===== src/rtl/lvds_sweep_seq.sv =====
// LVDS macro control-word sweep sequencer: steps the drive/termination fields
// through 0..LAST_STEP and records a saturated error count for each setting.
module lvds_sweep_seq #(
  parameter int POR_CYC    = 256,
  parameter int SETTLE_CYC = 1024,
  parameter int MEAS_CYC   = 65536,
  parameter int CNT_W      = 20
) (
  input  logic        CLK,
  input  logic        RST,
  input  logic        START,
  input  logic        ABORT,
  input  logic [5:0]  LAST_STEP,
  input  logic [30:0] BASE_CTRL,
  input  logic [63:0] ERR_CNT,
  output logic [30:0] CTRL,
  output logic        CLR,
  output logic        BUSY,
  output logic        DONE,
  output logic [5:0]  STEP,
  output logic        RES_VALID,
  output logic [5:0]  RES_IDX,
  output logic [31:0] RES_ERR,
  output logic [5:0]  BEST_IDX,
  output logic [31:0] BEST_ERR
);

  typedef enum logic [2:0] {
    ST_IDLE, ST_POR, ST_SETTLE, ST_CLEAR, ST_MEAS, ST_CAPTURE, ST_DONE
  } state_t;

  localparam logic [CNT_W-1:0] POR_LAST    = CNT_W'(POR_CYC - 1);
  localparam logic [CNT_W-1:0] SETTLE_LAST = CNT_W'(SETTLE_CYC - 1);
  localparam logic [CNT_W-1:0] MEAS_LAST   = CNT_W'(MEAS_CYC - 1);

  state_t            state_reg, state_next;
  logic [CNT_W-1:0]  cnt_reg, cnt_next;
  logic [5:0]        step_reg, step_next;
  logic [5:0]        last_reg, last_next;
  logic [5:0]        best_idx_reg, best_idx_next;
  logic [31:0]       best_err_reg, best_err_next;
  logic [5:0]        res_idx_reg, res_idx_next;
  logic [31:0]       res_err_reg, res_err_next;
  logic [30:0]       ctrl_reg, ctrl_next;
  logic              clr_reg, busy_reg, done_reg, res_valid_reg;
  logic              busy_now;
  logic [31:0]       err_sat;

  // Control word for a given state/step; outputs are built from the next
  // state so every CTRL change lands on the cycle that state is entered.
  function automatic logic [30:0] ctrl_word(input state_t st, input logic [5:0] stp,
                                            input logic [30:0] base);
    logic [30:0] w;
    w    = base;
    w[0] = 1'b0;
    if (st != ST_IDLE && st != ST_DONE) begin
      w[24:23] = stp[5:4];
      w[22:21] = stp[5:4];
      w[20]    = stp[1];
      w[19]    = stp[1];
      w[18:17] = stp[3:2];
      w[16:15] = stp[3:2];
      w[14]    = stp[0];
      w[13]    = stp[0];
      w[26:25] = (st == ST_POR) ? 2'b11 : 2'b00;
      w[0]     = (st == ST_POR);
    end
    return w;
  endfunction

  always_comb begin
    state_next    = state_reg;
    cnt_next      = cnt_reg + 1'b1;
    step_next     = step_reg;
    last_next     = last_reg;
    best_idx_next = best_idx_reg;
    best_err_next = best_err_reg;
    res_idx_next  = res_idx_reg;
    res_err_next  = res_err_reg;
    busy_now      = (state_reg != ST_IDLE) && (state_reg != ST_DONE);
    err_sat       = (|ERR_CNT[63:32]) ? 32'hFFFF_FFFF : ERR_CNT[31:0];

    if (busy_now && ABORT) begin
      state_next = ST_IDLE;
      cnt_next   = '0;
    end else begin
      case (state_reg)
        ST_IDLE, ST_DONE: begin
          cnt_next = '0;
          if (START && !ABORT) begin
            state_next    = ST_POR;
            last_next     = LAST_STEP;
            step_next     = 6'd0;
            best_err_next = 32'hFFFF_FFFF;
            best_idx_next = 6'd0;
          end
        end
        ST_POR: begin
          if (cnt_reg == POR_LAST) begin
            state_next = ST_SETTLE;
            cnt_next   = '0;
          end
        end
        ST_SETTLE: begin
          if (cnt_reg == SETTLE_LAST) begin
            state_next = ST_CLEAR;
            cnt_next   = '0;
          end
        end
        ST_CLEAR: begin
          state_next = ST_MEAS;
          cnt_next   = '0;
        end
        ST_MEAS: begin
          if (cnt_reg == MEAS_LAST) begin
            state_next   = ST_CAPTURE;
            cnt_next     = '0;
            res_idx_next = step_reg;
            res_err_next = err_sat;
          end
        end
        ST_CAPTURE: begin
          cnt_next = '0;
          // Strict compare: a tie keeps the earlier index.
          if (res_err_reg < best_err_reg) begin
            best_err_next = res_err_reg;
            best_idx_next = res_idx_reg;
          end
          if (step_reg == last_reg) begin
            state_next = ST_DONE;
          end else begin
            state_next = ST_SETTLE;
            step_next  = (step_reg == 6'd63) ? step_reg : step_reg + 6'd1;
          end
        end
        default: begin
          state_next = ST_IDLE;
          cnt_next   = '0;
        end
      endcase
    end

    ctrl_next = ctrl_word(state_next, step_next, BASE_CTRL);
  end

  always_ff @(posedge CLK) begin
    if (RST) begin
      state_reg     <= ST_IDLE;
      cnt_reg       <= '0;
      step_reg      <= 6'd0;
      last_reg      <= 6'd0;
      best_idx_reg  <= 6'd0;
      best_err_reg  <= 32'hFFFF_FFFF;
      res_idx_reg   <= 6'd0;
      res_err_reg   <= 32'd0;
      ctrl_reg      <= {BASE_CTRL[30:1], 1'b0};
      clr_reg       <= 1'b0;
      busy_reg      <= 1'b0;
      done_reg      <= 1'b0;
      res_valid_reg <= 1'b0;
    end else begin
      state_reg     <= state_next;
      cnt_reg       <= cnt_next;
      step_reg      <= step_next;
      last_reg      <= last_next;
      best_idx_reg  <= best_idx_next;
      best_err_reg  <= best_err_next;
      res_idx_reg   <= res_idx_next;
      res_err_reg   <= res_err_next;
      ctrl_reg      <= ctrl_next;
      clr_reg       <= (state_next == ST_CLEAR);
      busy_reg      <= (state_next != ST_IDLE) && (state_next != ST_DONE);
      done_reg      <= (state_next == ST_DONE);
      res_valid_reg <= (state_next == ST_CAPTURE);
    end
  end

  assign CTRL      = ctrl_reg;
  assign CLR       = clr_reg;
  assign BUSY      = busy_reg;
  assign DONE      = done_reg;
  assign STEP      = step_reg;
  assign RES_VALID = res_valid_reg;
  assign RES_IDX   = res_idx_reg;
  assign RES_ERR   = res_err_reg;
  assign BEST_IDX  = best_idx_reg;
  assign BEST_ERR  = best_err_reg;

endmodule


===== config.mk =====
export PLATFORM = sky130hd
export DESIGN_NAME = lvds_sweep_seq
export DESIGN_NICKNAME = d
export VERILOG_FILES = /design/src/rtl/lvds_sweep_seq.sv
export SDC_FILE = /design/constraint.sdc
export NUM_CORES = 1
export LEC_CHECK = 0
export CAP_MARGIN = 20
export CORE_MARGIN = 4
export CORE_UTILIZATION = 48
export DETAILED_ROUTE_END_ITERATION = 10
export PLACE_DENSITY_LB_ADDON = 0.25
export SLEW_MARGIN = 20
export SYNTH_ARGS = -nofsm -noshare
export SYNTH_HDL_FRONTEND = slang
export SYNTH_SLANG_ARGS = --single-unit

===== constraint.sdc =====
create_clock -name CLK -period 6.3 [get_ports CLK]
set_clock_uncertainty 0.05 [all_clocks]
set_input_delay 0.945 -clock CLK [delete_from_list [all_inputs] [get_ports CLK]]
set_output_delay 0.945 -clock CLK [all_outputs]
set_load 0.005 [all_outputs]

# After elaboration in Yosys (flattened, before gate mapping)
# Cells that the tools add are included.
# Widths: inputs -> output; s select.
# totals
register_bits	146
latchBits	0
mem_bits_rw	0
mem_bits_ro	0
in_bits	105
elab_cells	81
n_memories	0
# op_classes
n_addsub	2
n_mul	0
div_mod_pow	0
n_lt_le_gt_ge	1
n_eq_ne	19
n_shift	0
mux	27
bitwise	2
n_reduce_logical	16
# op_table
operator	n
$mux 32	3
$pmux 32 s2	1
$mux 20	3
$pmux 20 s3	1
$mux 6	6
$lt 32x32->1	1
$reduce_or 32->1	1
$mux 27	1
$pmux 6 s2	2
$add 20x1->20 const B	1
$eq 20x10->1 const B	1
$eq 20x16->1 const B	1
$eq 20x8->1 const B	1
$mux 3	6
$pmux 3 s6	1
$eq 3x3->1 const B	5
$mux 14	1
$eq 3x2->1 const B	3
$add 6x1->6 const B	1
$eq 3x1->1 const B	2
$eq 6x6->1	1
$eq 6x6->1 const B	1
$ne 3x3->1 const B	2
$reduce_and 3->1	2
other kinds (11)	19

# Depth between registers and ports, before layout
# depth
depth_word	9
ltp_mapped	11
mapped_depth_nobuf	9

# Worst setup path before layout
# Ideal clock, no wire load.
# synth_timing
path_kind	register to register
startpoint	register best_err_reg[30] (netlist: BEST_ERR[30])
endpoint	register best_err_reg[10] (netlist: BEST_ERR[10])
setup_ps	117
t_arrival_ps	2551
required_ps	6133
path_slack_ps	3582
path_stages_with_launch	12
synth_period_minus_slack_ps	2718
cell_sequence	dfxtp_1 inv_1 ha_1 a21oi_2 nand2_1 a221o_1 a211o_1 or2_4 or4_4 buf_6 buf_6 o22a_1
# synth_via
elab_chain_len	3
# synth_lines
element	line_no	rtl
start, declared	41	logic [31:0] best_err_reg, best_err_next;
start signal, assigned	167	best_err_reg <= best_err_next;
$lt 32x32->1	125	if (res_err_reg < best_err_reg) begin
$ne 2x2->1 (no source line)	n/a	
$reduce_and 4->1 (no source line)	n/a	
# Every way passes these cells.
# A chain may end at the register's enable or synchronous reset.

# Worst setup path after layout
# layout_timing
startpoint	input ABORT
endpoint	register best_err_reg[23] (netlist: BEST_ERR[23])
# layout_via
elab_chain_len	4
elab_cells_between_ends	6
# layout_lines
element	line_no	rtl
start, declared	12	input logic ABORT,
$logic_not 1->1	90	if (START && !ABORT) begin
$logic_and 1x1->1	90	
$ne 2x2->1 (no source line)	n/a	
$reduce_and 4->1 (no source line) *	n/a	
# Mark *: on every way between the ends. The rest lies on a longest branch, timed or not.

==> flow_summary.toml <==
[sta]
tns_ns = 0
maxSlewHeadroom = 0.386
final_max_slew_viol_count = 0
finalWorstPathRequiredPeriod_ns = 3.41
max_clock_freq_mhz = 293
period_share = 0.542
final_critical_path_setup_slack_ns = 2.89
final-setup-viol-count = 0
final-hold-violation-count = 0
setup_repair_after_global_routing_missed_its_margin = "no"
worst_pin_slew_ns = 0.914

[cells_and_area]
finish.net_count = 1018
synthToLayoutAreaGrowth_pct = 47.1
num_antenna_cells = 0
utilization = 0.732
post_route_cells_drive_above_1_share = 0.0594
filler_cell_count = 953
final_area_sq_um = 8940

[die]
die-area_sq_um = 14500
dieHeight_um = 120
rows = 40
die_w_um = 120
initial_core_util = 0.497
core-area_sq_um = 12200
ioPinCount = 222

[placed_design]
port-buffer-count = 220
post_dp_cell_area_sq_um = 8380
weighted_congestion_at_the_end_of_routability_driven_global_placement = 0.797
placement.setup.worst_slack_ns = 2.48
hpwlAfterDp_mm = 12.4

[grt]
globalRouteMet2Util = 0.422
grt_util_met1 = 0.250
antenna_found_initial = 0
grt_pass1_vias = 5597
grt_busiest_layer = "met2"
grt_first_pass_wirelength_mm = 27.1
grt.met3_usage = 0.0772
grt.overflow.total = 0
globalRouteTotalUtil = 0.233
grt_max_degree = 57

[clock_network]
cts_buffer_depth = 2
cts_resized = 0
worstSkewPairLatency_ns = 0.42
cts-buffers-inserted = 17
cts_hold_buf = 0
numClockSinks = 146
tritoncts = "done"
clock_tree.root_cell = "clkbuf_16"
clock_tree.htree_level_count = 4
cts_setup_buffers = 0
path_clk_slew_ns = 0.06

[run_status]
outcome = "complete, no violations"

[synth]
synth_sequential_area_ratio = 0.481
synth_edf_count = 0
synth_top_family_by_area = "simple AND/OR/NAND/NOR gates"
synth_area_in_compound_gates = 0.115
post_synth_and_or_nand_nor_area_fraction = 0.203
async_reset_ff_frac = 0
postSynthRegisterBits = 146
synthesis.instances = 666
number_of_unique_standard_cell_types_used_by_synthesis = 54
post_synth_instance_area_sq_um = 6070
synthFlopType = "dfxtp_1"
synthesized_area_fraction_occupied_by_xor_and_xnor_cells = 0.0360
yosys-mux-area-fraction = 0.0412
synth.net_count = 804
post_synth_fa_ha_maj_area_fraction = 0.0680
yosysWarnings = 0
post_synth.cell_area_avg_sq_um = 9.12

[worst_setup_path]
crit_path_end_kind = "flip-flop"
cp-startpoint = "ABORT"
cp_max_fo = 37
critical_path_start_end_classification = "in -> reg"
timing.critical_path.cells = "clkdlybuf4s50_1, nor2b_1, nand3b_1, o21ai_0, nor2_1, a21oi_2, buf_4, o22a_1"
cpPeakStageDelay_ns = 0.66
worst-endpoint-arrival_ns = 3.72
r2r_startpoint = "BEST_ERR[23]"
cp_data_required_time_ns = 6.61
timing.critical_path.from_type = "primary input"
critical_path.slowest_cell = "clkdlybuf4s50_1"

[route]
detail_route.wl_per_cell_um = 16.0
routed_via_density = 5.24
detail_route.drc_violations = 0
drt_iter0_markers = 419
drt_wl_total_mm = 17.0
drtAntennaViolNets = 0
via_count = 5563
detail_route.first_pass.iterations = 4

[worst_hold_path]
worst_min_delay_path_category = "reg -> reg"
hold_start = "BEST_IDX[3]"

[flow_run]
timing.max_cap.violations = 0

[power_and_ir_drop]
worst_ir_drop_vdd_v = 0.000240
power.static_leakage_nw = 3.73
cellPowerDensity_nw_per_um2 = 259
-- where the power goes --
part / leakage [nW] / total [mW] / switching, mW / internal (mW)
clock: 0.255 / 0.932 / 0.419 / 0.513
sequential: 1.19 / 1.02 / 0.0340 / 0.981
combinational: 2.28 / 0.371 / 0.156 / 0.215
-- cell type report --
cell class	instances	area [sq um]	area share
clock buffers	17	425	0.0476
clock inverters	15	128	0.0143
inverters	51	191	0.0214
multi-input cells	441	2820	0.315
flip-flops and latches	146	2920	0.327
well taps	168	210	0.0235
repair buffers	223	2240	0.251
-- critical path: cells and delay by family --
kind                   cells  cell delay, ns
AND/OR/NAND/NOR            3            0.93
AO/OA/AOI/OAI              3            0.77
buffers and inverters      2            1.06
-- cells by family after synthesis --
| logic type | count (synthesis) |
|---|---|
| flip-flops | 146 |
| multiplexers | 23 |
| XOR/XNOR | 25 |
| AO/OA/AOI/OAI | 94 |
| adder cells (fa/ha/maj) | 33 |
| buffers and inverters | 79 |
| AND/OR/NAND/NOR | 266 |
-- placed cells by master, fill, tap and decap left out, drive strengths merged, types with 8 or more instances in the layout --
cell / n
xnor2: 13
nor2b: 8
nand2b: 8
nor2: 126
nor4: 13
ha: 33
clkbuf: 17
nor3: 41
o21ai: 12
nand2: 29
mux2i: 16
xor2: 12
inv: 57
a21oi: 22
o22a: 32
nand4: 11
clkdlybuf4s50: 219
dfxtp: 146
nand3: 16
-- per-layer routing --
layer / up-vias / wire length (um) / share of wire
li1: 2722 / - / -
met2: 181 / 8720 / 0.51
met4: 0 / 304 / 0.018
met3: 23 / 1230 / 0.072
met1: 2637 / 6710 / 0.40
met5: - / 0 / 0
-- through the flow --
stage,instances,power (mW),hold slack (ns)
finish,1061,2.32,0.399
global route,1061,2.42,0.421
CTS,1061,2.34,0.404
detailed placement,1029,1.41,0.394
global placement,1028,1.39,0.388
floorplan,666,1.21,0.392
-- synth_stat cells, drive strengths merged (16+ instances only) --
cell type  count  share of area
a21oi         22          0.019
ha            33          0.068
nand3         16          0.013
nand2         29          0.018
inv           51          0.032
nor3          41          0.035
dfxtp        146           0.48
o22a          32          0.046
mux2i         16          0.026
clkbuf        18          0.011
nor2         126          0.078
-- worst paths after layout --
check / end / slack (ns) / cells past startpoint
worst min-delay path: BEST_IDX[3] / 0.40 / 2
worst max register to register: BEST_ERR[23] / 3.28 / 9
worst max-delay path: BEST_ERR[23] / 2.89 / 8
worst min register to register: BEST_IDX[3] / 0.40 / 2
No activity file was read; power rests on OpenSTA's default activity.
